File: src/rtl/alu_seq_pkg.sv
// rtl/alu_seq_pkg.sv - shared states, op codes and control-word bit indices for alu_sequencer
package alu_seq_pkg;

  localparam int C_W = 11;

  localparam logic [1:0] OP_ADD = 2'b00;
  localparam logic [1:0] OP_SUB = 2'b01;
  localparam logic [1:0] OP_MUL = 2'b10;
  localparam logic [1:0] OP_DIV = 2'b11;

  localparam int C_LOADQ = 0;   // A<=0, Q<=inbus, Q-1<=0
  localparam int C_LOADM = 1;   // M<=inbus
  localparam int C_ADD   = 2;   // A<=A+M
  localparam int C_SUB   = 3;   // A<=A-M
  localparam int C_SHL   = 4;   // shift A:Q left
  localparam int C_SETQ  = 5;   // Q[0]<=~A[msb]
  localparam int C_OUTA  = 6;   // outbus<=A
  localparam int C_OUTQ  = 7;   // outbus<=Q
  localparam int C_LOADA = 8;   // A<=inbus
  localparam int C_ASR   = 9;   // arithmetic shift right A:Q:Q-1
  localparam int C_RSV   = 10;  // reserved, never driven high

  typedef enum logic [3:0] {
    IDLE,
    LOAD_X,
    LOAD_Y,
    EXEC,
    MUL_TEST,
    MUL_SHIFT,
    DIV_SHIFT,
    DIV_ADDSUB,
    DIV_SETQ,
    DIV_CORR,
    OUT1,
    OUT2,
    ERR
  } state_e;

endpackage

File: src/rtl/alu_seq_iter_counter.sv
// rtl/alu_seq_iter_counter.sv - modulo-WIDTH iteration counter with registered terminal flag
module alu_seq_iter_counter #(
  parameter int WIDTH = 8
) (
  input  logic clk,
  input  logic rst,
  input  logic inc,
  output logic last
);

  localparam int CNT_W = (WIDTH > 1) ? $clog2(WIDTH) : 1;
  localparam logic [CNT_W-1:0] LAST_VAL = CNT_W'(WIDTH - 1);

  logic [CNT_W-1:0] count;

  // Count iterations; last is precomputed so the FSM sees a flop, not a compare.
  always_ff @(posedge clk or negedge rst) begin
    if (!rst) begin
      count <= '0;
      last  <= 1'b0;
    end else if (inc) begin
      if (last) begin
        count <= '0;
        last  <= 1'b0;
      end else begin
        count <= count + 1'b1;
        last  <= ((count + 1'b1) == LAST_VAL);
      end
    end
  end

endmodule

File: src/rtl/alu_sequencer.sv
// rtl/alu_sequencer.sv - multi-cycle add/sub/Booth mul/non-restoring div sequencer; divide enabled by ALU_SEQ_DIV_EN
module alu_sequencer
  import alu_seq_pkg::*;
#(
  parameter int WIDTH = 8
) (
  input  logic           clk,
  input  logic           rst,
  input  logic           start,
  input  logic [1:0]     op_codes,
  input  logic           q_zero,
  input  logic           q_minus_one,
  input  logic           a_msb,
  input  logic           m_zero,
  output logic           busy,
  output logic           done,
  output logic           err,
  output logic [C_W-1:0] c
);

  state_e     state, state_n;
  logic [1:0] op_r;
  logic       cnt_inc;
  logic       cnt_last;

`ifdef ALU_SEQ_DIV_EN
  logic       sgn;
`else
  logic       unused_div_inputs;
  assign unused_div_inputs = a_msb ^ m_zero;
`endif

  assign cnt_inc = (state == MUL_SHIFT) || (state == DIV_SETQ);

  alu_seq_iter_counter #(.WIDTH(WIDTH)) u_iter (
    .clk  (clk),
    .rst  (rst),
    .inc  (cnt_inc),
    .last (cnt_last)
  );

  // State register.
  always_ff @(posedge clk or negedge rst) begin
    if (!rst) state <= IDLE;
    else      state <= state_n;
  end

  // Operation is latched once at acceptance so later op_codes changes are ignored.
  always_ff @(posedge clk or negedge rst) begin
    if (!rst)                         op_r <= OP_ADD;
    else if (state == IDLE && start)  op_r <= op_codes;
  end

`ifdef ALU_SEQ_DIV_EN
  // Sign of the partial remainder before the shift picks add or subtract next.
  always_ff @(posedge clk or negedge rst) begin
    if (!rst)                    sgn <= 1'b0;
    else if (state == DIV_SHIFT) sgn <= a_msb;
  end
`endif

  // Next-state and control-word decode.
  always_comb begin
    state_n = state;
    c       = '0;
    busy    = (state != IDLE);
    done    = 1'b0;
    err     = 1'b0;
    case (state)
      IDLE: begin
        if (start) state_n = LOAD_X;
      end
      LOAD_X: begin
        if (!op_r[1]) c[C_LOADA] = 1'b1;
        else          c[C_LOADQ] = 1'b1;
        state_n = LOAD_Y;
      end
      LOAD_Y: begin
        c[C_LOADM] = 1'b1;
        case (op_r)
          OP_MUL: state_n = MUL_TEST;
`ifdef ALU_SEQ_DIV_EN
          OP_DIV: state_n = m_zero ? ERR : DIV_SHIFT;
`else
          OP_DIV: state_n = ERR;
`endif
          default: state_n = EXEC;
        endcase
      end
      EXEC: begin
        if (op_r == OP_SUB) c[C_SUB] = 1'b1;
        else                c[C_ADD] = 1'b1;
        state_n = OUT1;
      end
      MUL_TEST: begin
        if ({q_zero, q_minus_one} == 2'b01) c[C_ADD] = 1'b1;
        if ({q_zero, q_minus_one} == 2'b10) c[C_SUB] = 1'b1;
        state_n = MUL_SHIFT;
      end
      MUL_SHIFT: begin
        c[C_ASR] = 1'b1;
        state_n  = cnt_last ? OUT1 : MUL_TEST;
      end
`ifdef ALU_SEQ_DIV_EN
      DIV_SHIFT: begin
        c[C_SHL] = 1'b1;
        state_n  = DIV_ADDSUB;
      end
      DIV_ADDSUB: begin
        if (sgn) c[C_ADD] = 1'b1;
        else     c[C_SUB] = 1'b1;
        state_n = DIV_SETQ;
      end
      DIV_SETQ: begin
        c[C_SETQ] = 1'b1;
        state_n   = cnt_last ? DIV_CORR : DIV_SHIFT;
      end
      DIV_CORR: begin
        if (a_msb) c[C_ADD] = 1'b1;
        state_n = OUT1;
      end
`endif
      OUT1: begin
        if (op_r == OP_DIV) c[C_OUTQ] = 1'b1;
        else                c[C_OUTA] = 1'b1;
        if (!op_r[1]) begin
          done    = 1'b1;
          state_n = IDLE;
        end else begin
          state_n = OUT2;
        end
      end
      OUT2: begin
        if (op_r == OP_MUL) c[C_OUTQ] = 1'b1;
        else                c[C_OUTA] = 1'b1;
        done    = 1'b1;
        state_n = IDLE;
      end
      ERR: begin
        done    = 1'b1;
        err     = 1'b1;
        state_n = IDLE;
      end
      default: state_n = IDLE;
    endcase
  end

endmodule

File: config.mk
export PLATFORM = sky130hd
export DESIGN_NAME = alu_sequencer
export DESIGN_NICKNAME = d
export VERILOG_FILES = /design/src/rtl/alu_seq_pkg.sv /design/src/rtl/alu_seq_iter_counter.sv /design/src/rtl/alu_sequencer.sv
export SDC_FILE = /design/constraint.sdc
export NUM_CORES = 1
export LEC_CHECK = 0
export CAP_MARGIN = 20
export CORE_MARGIN = 2
export CORE_UTILIZATION = 35
export DETAILED_ROUTE_END_ITERATION = 10
export PLACE_DENSITY = 0.72
export SLEW_MARGIN = 20
export SYNTH_ARGS = -nofsm -noshare
export SYNTH_HDL_FRONTEND = slang
export SYNTH_SLANG_ARGS = --single-unit
File: constraint.sdc
create_clock -name clk -period 1.5 [get_ports clk]
set_clock_uncertainty 0.2 [all_clocks]
set_input_delay 0.3 -clock clk [delete_from_list [all_inputs] [get_ports clk]]
set_output_delay 0.3 -clock clk [all_outputs]
set_load 0.02 [all_outputs]
=== Yosys cells after proc, flatten, opt, wreduce, memory -nomap -nowiden ===
Cells that the tools add are included.
W data, S select, Z words.

* Word-level logic and storage cells: 51
* Input bits: 9
* Register bits: 10

* Reductions and logical operators: 5
* Add/subtract/negate cells: 1
* Muxes and demuxes: 25
* Equal/unequal tests: 16

{| class="wikitable"
|+ Operators with widths
! cell !! number
|-
| $pmux W4 S7 || 1
|-
| $eq A4 B4 Y1 const B || 4
|-
| $mux W1 || 16
|-
| $mux W4 || 3
|-
| $eq A4 B2 Y1 const B || 2
|-
| $eq A4 B3 Y1 const B || 2
|-
| $pmux W2 S2 || 2
|-
| $pmux W4 S2 || 1
|-
| $eq A2 B2 Y1 const B || 3
|-
| $eq A2 B1 Y1 const B || 2
|-
| $eq A4 B1 Y1 const B || 1
|-
| $logic_not A4 Y1 || 1
|-
| $reduce_bool A4 Y1 || 1
|-
| $add A3 B1 Y3 const B || 1
|-
| $eq A3 B3 Y1 const B || 1
|-
| $mux W3 || 1
|-
| $ne A2 B2 Y1 const B || 1
|-
| $pmux W1 S2 || 1
|-
| $reduce_or A2 Y1 || 1
|-
| $logic_and A1 B1 Y1 || 1
|-
| $logic_or A1 B1 Y1 || 1
|}

=== Depth between registers and ports, before layout ===
* Word-level depth: 3
* Gate-level depth with buffers: 5

=== By module ===
Synthesis repeated with hierarchy kept, for this count alone.

* Cell total of the unflattened synthesis: 87
* Area, all modules: 774.5 µm²

{| class="wikitable"
|+ Modules (own cells, without submodules)
! module !! area each (µm²) !! instances !! cells an instance
|-
| alu_sequencer || 563.0 || 1 || 68
|-
| alu_seq_iter_counter || 211.5 || 1 || 19
|}

=== Worst setup path after synthesis ===
Ideal clock, no wire load.

* Path type: reg-to-output
* Start point: reg state[2]
* End point: out c[8]
* Stages on the path, launching flop included: 4
* Slack: -486 ps
* Data arrival time: 1486 ps
* Cells stage by stage: dfrtp_1 > clkbuf_2 > nor2_1 > nor4b_1

* Word-level cells in the longest chain between the ends: 2

{| class="wikitable"
|+ Ends and longest elaborated chain
! item !! RTL line !! source
|-
| start: declaration || alu_sequencer.sv:21 || <nowiki>state_e state, state_n;</nowiki>
|-
| start signal: assignment || alu_sequencer.sv:45 || <nowiki>else state <= state_n;</nowiki>
|-
| $eq A4 B1 Y1 || alu_sequencer.sv:69 || <nowiki>case (state)</nowiki>
|-
| $mux W1 || alu_sequencer.sv:69 ||
|-
| end: declaration || alu_sequencer.sv:18 || <nowiki>output logic [C_W-1:0] c</nowiki>
|}

Every way passes these cells.

=== Worst setup path in the final report ===
* Start point: reg state[0]
* End point: reg u_iter.count[2]

* Word-level cells in the longest chain between the ends: 2
* Elaborated cells on any way between the ends: 3
* Those cells by class: eq/ne (2); reduce/logical (1)

{| class="wikitable"
|+ Ends and longest elaborated chain
! item !! RTL line !! source
|-
| $eq A4 B3 Y1 or $eq A4 B4 Y1 (tied branches) || alu_sequencer.sv:33 || <nowiki>assign cnt_inc = (state == MUL_SHIFT) || (state == DIV_SETQ);</nowiki>
|-
| $logic_or A1 B1 Y1 * || alu_sequencer.sv:33 ||
|-
| end signal: assignment || alu_seq_iter_counter.sv:26 || <nowiki>count <= count + 1'b1;</nowiki>
|-
| end: declaration || alu_seq_iter_counter.sv:14 || <nowiki>logic [CNT_W-1:0] count;</nowiki>
|}

Mark *: on every way between the ends. The rest lies on a longest branch, timed or not.
A chain may end at the register's enable or synchronous reset.

==> flow_summary_export.csv <==
group,metric,value,unit
finish,fin_nets,141,
pwr,peakVddDrop,1.30,mV
floorplanning,die_w,49.2,um
clocking,cts.sinks,10,
finish,final_core_util,70.9,%
worst_setup_path,cp-end-kind,"flop",
grt,grt_pass1_vias,778,
timing,max_freq,0.487,GHz
synth,netlist_area,716,um2
timing,rsz0062_at_grt,"yes",
synth,avgSynthCellArea,8.95,um2
timing,period_minus_slack,2.05,ns
grt,grtUsageTotal,19.5,%
clocking,cts_made_buffers,3,
worst_setup_path,worstPathRequired,1.47,ns
clocking,cts.reportedPaths.clkPinSlew,0.07,ns
floorplanning,io-pin-count,23,
detailed_routing,first_pass_iters,4,
synth,seq_area_frac_synth,35.0,%
synth,yosysTopAreaCell,"dfrtp_1",
worst_setup_path,start_kind,"flop",
synth,async_flop_share,100,%
worst_setup_path,critPathArrivalTime,2.02,ns
synth,yosys.area_share.simple,26.4,%
synth,synth_compound_area_share,18.9,%
place,gp_congestion,0.851,
timing,hold_violations,0,
grt,grt_max_degree,11,
floorplanning,start_util,36.9,%
synth,ys_top_cells_by_area,"dfrtp_1 35%, nor2b_1 4.4%, a21oi_1 3.5%",
clocking,cts_root_buf,"clkbuf_4",
grt,globalRouteOverflowTotal,0,
grt,antenna_found_initial,0,
synth,synth_seq_cells,10,
clocking,clock_latency,0.28,ns
synth,synth_xor_area_share,3.67,%
detailed_routing,wl,2450,um
finish,n_fill_cell,133,
synth,synth_most_common_cell,"dfrtp_1",
floorplanning,die_h,49.2,um
pwr,p_leak,0.638,nW
finish,drive_gt1_share,59.7,%
synth,synth_edf_count,0,
pwr,pwr_density_cell,2260,mW/mm2
detailed_routing,drtIter0Drc,15,
synth,syn_inst,80,
clocking,cts.path.max_buffers,2,
detailed_routing,antenna_left,0,
job,drv_cap,0,
floorplanning,die_area,0.00242,mm2
finish,areaGrowthSynthToFinish,92.5,%
synth,synth_top_family_by_area,"simple AND/OR/NAND/NOR gates",
synth,ys_warn_count,0,
place,dp_hpwl,1340,um
place,port_buffers,17,
finish,antenna_cells,0,
detailed_routing,via_per_inst,5.08,
grt,grt_pass1_wl,3520,um
place,place_area,0.00107,mm2
detailed_routing,wl_per_cell,15.7,um
min_path,hold_class,"in -> async",
floorplanning,core_area,0.00194,mm2
floorplanning,row_count,16,
synth,synth_commonest_cells,"10 x dfrtp_1, 6 x nand2_1",
detailed_routing,vias,792,
timing,min_period_over_period,137,%
synth,ys_types,35,
synth,synthAdderAreaFrac,3.50,%
worst_setup_path,worst-path-max-fanout,4,
run_status,status,"finished with violations",
timing,setup_ws,-0.551,ns
timing,maxSlewViolCount,0,
clocking,cts_tree,"yes",
synth,synthMuxAreaShare,3.15,%
synth,synth_flop_cell,"dfrtp_1",
timing,setup_viol,20,
worst_setup_path,worstSetupPathType,"reg -> reg",
synth,synth_top_area_share,35.0,%
clocking,htreeDepth,1,
run_status,violations,"negative setup slack",
clocking,holdBufCountCts,0,
finish,final_area,0.00138,mm2
detailed_routing,drc,0,
path summary, 6_finish.rpt:
check                           startpoint               to  slack (ns)  cells past startpoint
min in group clk           u_iter.count[1]  u_iter.count[1]        0.34                      2
setup reg to reg                  state[0]  u_iter.count[2]       -0.55                      8
hold reg to reg            u_iter.count[1]  u_iter.count[1]        0.34                      2
hold / removal                         rst          op_r[0]        0.14                      1
setup / recovery                  state[0]  u_iter.count[2]       -0.55                      8
max in group asynchronous              rst         state[1]        0.61                      1
stage by stage:
stage               setup TNS [ns]  worst slack (ns)  cells  hold WS (ns)  power, mW
floorplan                   -0.763            -0.184     82        -0.196       1.48
global route                 -8.13            -0.621    156         0.175       3.30
CTS                          -5.35            -0.450    147         0.153       2.67
detailed placement           -7.46            -0.771    137         0.321       2.05
finish                       -7.08            -0.551    156         0.141       3.11
global placement             -7.09            -0.683    137         0.291       2.01
state kept, by name, summed over array words and instances (netlist names):
name          cells
op_r              2
state             4
u_iter.count      3
u_iter.last       1
report_power, final:
group,internal [mW],switching [mW]
logic,1.24,1.01
clock network,0.148,0.110
registers,0.398,0.198
worst max-delay path: stages (launching register included):
cell	delay [ns]
dfrtp_2	0.47
buf_4	0.15
buf_6	0.11
buf_6	0.11
and4bb_4	0.19
buf_4	0.13
a31oi_4	0.22
nor4b_2	0.08
a211o_1	0.27
final cells by class:
cell class	instances	area [um2]	share of cell area (%)
Clock buffer	4	36.3	2.63
Inverter	5	26.3	1.91
Timing Repair Buffer	51	485	35.2
Sequential cell	10	254	18.4
Multi-Input combinational cell	59	542	39.3
Tap cell	27	33.8	2.45
cell families after synthesis:
kind of cell / after synthesis
compound gates: 18
xor+xnor: 3
fa+ha+maj: 2
buf+inv: 13
flops: 10
mux: 2
other cells: 1
simple gates: 31
metal layers:
layer	routed length, um	global-route usage [%]	vias to the layer above
met5	0	0	-
met4	116	13.3	0
met3	76	4.60	15
met2	1300	31.5	18
met1	952	22.5	386
li1	-	-	373
placed cells by master, fill, tap and decap left out, types with 2 or more instances in the layout:
master	synthesis	layout
a21oi_1	5	2
a21oi_2	0	2
buf_4	3	24
buf_6	0	20
clkbuf_4	0	3
clkdlybuf4s50_1	0	6
conb_1	1	3
dfrtp_1	10	7
dfrtp_2	0	3
ha_1	2	2
inv_1	5	4
nand2_1	6	3
nand2_4	0	3
nand3_1	3	2
nor2_1	5	4
nor2_4	0	2
nor2b_1	5	2
nor2b_4	0	2
nor3_1	2	2
o21ai_0	3	2
xor2_1	2	2
what timing repair did:
| action | 4_1_cts | 5_1_grt |
|---|---|---|
| resized for setup | 85 | 17 |
| hold endpoints to repair | 0 | 0 |
| pin swaps | 5 | 6 |
| buffers inserted | 6 | 9 |
| endpoints found under the setup margin | 18 | 20 |
| gates cloned | 0 | 0 |
(Power assumes the default switching activity.)
